[src/rtl/instr_fetch.sv]
// Instruction fetch stage: owns the PC, reads the combinational instruction ROM and
// holds one IF/ID entry for decode over a valid/ready handshake.
module instr_fetch #(
  parameter logic [31:0] RESET_PC = 32'h0000_0000,
  parameter int          MEM_SIZE = 1024,
  parameter logic [31:0] NOP      = 32'h0000_0013
) (
  input  logic        clk,
  input  logic        rst,
  output logic [31:0] imem_addr,
  input  logic [31:0] imem_instr,
  input  logic        redirect_valid,
  input  logic [31:0] redirect_target,
  output logic        out_valid,
  input  logic        out_ready,
  output logic [31:0] out_pc,
  output logic [31:0] out_instr,
  output logic        out_fault,
  output logic [31:0] fetch_count
);

  typedef enum logic {
    RUN  = 1'b0,
    HALT = 1'b1
  } state_t;

  localparam logic [31:0] LAST_PC = 32'(MEM_SIZE - 4);

  state_t      state;
  logic [31:0] pc;
  logic        fault_now;
  logic        load;
  logic        accept;

  assign imem_addr = pc;
  // Unsigned compare also catches PCs that wrapped past the top of the address space.
  assign fault_now = (pc[1:0] != 2'b00) || (pc > LAST_PC);
  assign accept    = out_valid && out_ready;
  assign load      = (state == RUN) && (!out_valid || out_ready);

  // NOTE: all state below updates with non-blocking assignments so every register
  // samples the pre-edge values of pc/out_valid; blocking here would chain updates.
  always_ff @(posedge clk) begin
    if (rst) begin
      state       <= RUN;
      pc          <= RESET_PC;
      out_valid   <= 1'b0;
      out_pc      <= 32'h0;
      out_instr   <= NOP;
      out_fault   <= 1'b0;
      fetch_count <= 32'h0;
    end else begin
      if (accept) begin
        fetch_count <= fetch_count + 32'd1;
      end

      if (redirect_valid) begin
        // Flush the held entry; the ROM word at the old PC is discarded.
        pc        <= redirect_target;
        out_valid <= 1'b0;
        state     <= RUN;
      end else if (load) begin
        out_pc    <= pc;
        out_valid <= 1'b1;
        if (fault_now) begin
          out_instr <= NOP;
          out_fault <= 1'b1;
          state     <= HALT;
        end else begin
          out_instr <= imem_instr;
          out_fault <= 1'b0;
          pc        <= pc + 32'd4;
        end
      end else if (accept) begin
        // Only reachable in HALT: the faulting entry has been taken by decode.
        out_valid <= 1'b0;
      end
    end
  end

endmodule

[config.mk]
export PLATFORM = sky130hd
export DESIGN_NAME = instr_fetch
export DESIGN_NICKNAME = d
export VERILOG_FILES = /design/src/rtl/instr_fetch.sv
export SDC_FILE = /design/constraint.sdc
export NUM_CORES = 1
export LEC_CHECK = 0
export ABC_AREA = 1
export CORE_AREA = 2 2 123 125
export CTS_CLUSTER_SIZE = 28
export DETAILED_ROUTE_END_ITERATION = 12
export DIE_AREA = 0 0 125 127
export GPL_TIMING_DRIVEN = 0
export MAX_ROUTING_LAYER = met4
export PLACE_DENSITY = 0.79
export SYNTH_ARGS = -nofsm -noshare
export SYNTH_HDL_FRONTEND = slang
export SYNTH_SLANG_ARGS = --single-unit
[constraint.sdc]
create_clock -name clk -period 1.5 [get_ports clk]
set_clock_uncertainty 0.2 [all_clocks]
set_input_delay 0.3 -clock clk [delete_from_list [all_inputs] [get_ports clk]]
set_output_delay 0.3 -clock clk [all_outputs]
set_load 0.01 [all_outputs]
==> metrics.txt <==
total grt overflow=0; Adder-Cell Fraction of Synth Area=0.00441; post-route antenna net violation count=0; CTS Buf Count=17; Post-synth top flop=dfxtp_1; status=finished with violations; Core Util, Final=0.672; Horiz. Die Dim=around 130 µm; Die Footprint=roughly 0.016 mm²; WP data arrival=a little under 2000 ps; XOR/XNOR share of the synthesized area=0.00771; worst vdd ir=between 0.7 and 0.8 mV; PortBufs=around 200; failing checks=negative setup slack; area post-placement=0.00793 mm²; vias in the first global route=about 6400; CP required=between 1500 and 2000 ps; min cycle time layout=1790 ps; vias=6905; Final Net Count=1170; Critical Path Source=imem_addr[25]; Die Height=about 130 µm; RSZ-0062 raised after global routing=yes; R2R Setup Slk=-290 ps; synthesized flop and latch total=131; post-synthesis sequential area ratio=0.462; Pleak=around 4 nW; layout cell share with drive strength beyond 1=0.439; row count=44; Layout area overhead=70.8%; maximum buffer depth of the clock tree=2; pin count of the biggest net entering global routing=17; first-pass GRT wire length=32400 µm; CTS sink cnt=131; fin cells=around 1300; final setup TNS=-17940 ps; Synth Area per Inst=~7.0 µm²; Syn Std Cell Area=around 0.0057 mm²; antenna violations before repair=0; maxcap violations=0; Clock transition at path regs=roughly 60 ps; Yosys warning count=0; Clock Tree Root=clkbuf_16; Via-to-Cell Ratio=around 5.3; Slew Limit Fails=0; Total GRT Usage=0.266; I/O pin cnt=between 150 and 200; Pwr Total=around 9 mW; pre-CTS WS=-738 ps; # DRC=0; worst r2r src=imem_addr[25]; Core ar.=approximately 0.014 mm²; hold path start=redirect_valid; Worst Slack Setup Final=-294 ps; drt first pass iters=5; Synth Area in Compound Gates=0.127; clk_lat worst skew=between 400 and 500 ps; Fin Hold WS=between 100 and 150 ps; initial core utilization=0.394; post-route cell area=~0.0097 mm²; Tcrit/Tclk final=1.20; CTS tree=built; Critical Path End Type=register; Critical Path Source Type=register; number of flops mapped to enable cells by yosys=0; Slew headroom=0.525; simple-gate share of the synthesized area=0.336; Synth Instances=810; main combinational cell family by area after synthesis=simple AND/OR/NAND/NOR gates; GP Congestion=slightly above 0.9; pwr dens=a little over 900 mW/mm²; crit path max fanout=6; FFs w/ async S/R, synth=0; Detailed Place HPWL=roughly 14000 µm; final hold vios=0; Antenna Cells=0; Crit Path Category=register to register; final setup fails=91; multiplexer area fraction after synthesis=0.00176; Total Wirelength=23100 µm; fmax=~560 MHz; placed instance count=1189; hold buffers post-CTS=0; WL/cell=between 15 and 20 µm; Mapped Nets=880; H-tree depth=4; worst hold path type=input pin to register; measured slew at the worst slew-check pin=roughly 710 ps; Yosys cell types=36; Initial DRC Count=slightly above 600
==> metal layers <==
metal	wire, µm	up-vias	GRT usage	share of wire
li1	-	3215	-	-
met1	8290	3230	0.291	0.36
met2	11800	382	0.454	0.51
met3	2140	78	0.0838	0.093
met4	887	0	0.107	0.038
met5	0	-	-	0
==> layout by cell type, fill, tap and decap left out, types with 3 or more instances in the layout <==
cell and n:
nand2_4 15, inv_2 4, inv_1 37, dfxtp_1 50, buf_8 5, clkdlybuf4s50_1 64
nor2_4 27, nand2_1 216, nor2_1 54, nand3_4 8, buf_2 98, clkdlybuf4s15_2 10
clkbuf_1 20, nand3_1 48, nand2_2 24, buf_4 46, buf_6 45, buf_12 4
dfxtp_2 39, o21ai_1 7, inv_4 3, a21oi_2 19, nand4_1 4, clkbuf_16 18
nor3_1 5, nand3_2 11, o21a_1 3, clkbuf_2 17, a21oi_1 81, clkinvlp_4 3
dfxtp_4 42, nor2_2 25, o21ai_0 20
==> what timing repair did <==
item,in CTS,in global routing
gates cloned,3,2
resized for setup,648,206
setup buffers,48,27
endpoints found under the hold margin,0,0
pin swaps,29,55
endpoints found under the setup margin,243,192
==> critical path: stages, from the launching register on <==
cell     delay [ps]
dfxtp_2         320
nor2_1          100
nand2_1         110
nor2_4          170
nand3_4         110
nor2_4          270
buf_6           190
nand3_4          70
a21oi_2         160
==> cell families (layout without fill, tap and decap cells) <==
logic type	count (synthesis)	in the layout
AND/OR/NAND/NOR	449	449
flip-flops	131	131
adder cells (fa/ha/maj)	2	2
buffers and inverters	84	384
multiplexers	1	1
AO/OA/AOI/OAI	138	138
XOR/XNOR	5	5
==> registers in the layout (all words and copies together) (netlist names) <==
name         cells
out_pc          32
out_instr       32
imem_addr       32
fetch_count     32
out_valid        1
out_fault        1
state            1
==> final cells by class <==
| cell class | instances | area, µm² |
|---|---|---|
| Inverter | 45 | 191 |
| Timing Repair Buffer | 271 | 2200 |
| Multi-Input combinational cell | 595 | 3400 |
| Clock buffer | 21 | 472 |
| Sequential cell | 131 | 2830 |
| Clock inverter | 8 | 103 |
| Buffer | 39 | 269 |
| Tap cell | 184 | 230 |
| Fill cell | 1178 | 4730 |
==> report_power, final <==
part	switching (mW)	internal [mW]	total [mW]
Combinational	0.629	0.570	1.20
Sequential	0.107	3.55	3.66
Clock	1.55	2.56	4.11
Total	2.29	6.68	8.97
==> final timing paths <==
kind                    to  depth (start not counted)
min reg2reg     out_pc[21]                          2
max          out_instr[27]                          8
max reg2reg  out_instr[27]                          8
min           imem_addr[0]                          3
==> cell usage after synthesis (4+ instances only) <==
library cell,n,area [µm²]
buf_2,15,75.1
clkbuf_1,21,78.8
nand3_1,64,320
nand2_2,4,25.0
inv_1,41,154
nand4_1,4,25.0
nor2_2,7,43.8
nor3_1,9,45.0
a21oi_1,100,500
nand2_1,251,942
o21ai_0,24,120
o21ai_1,5,25.0
dfxtp_1,131,2620
nor2_1,96,360
Power figures use the tool's default switching activity.
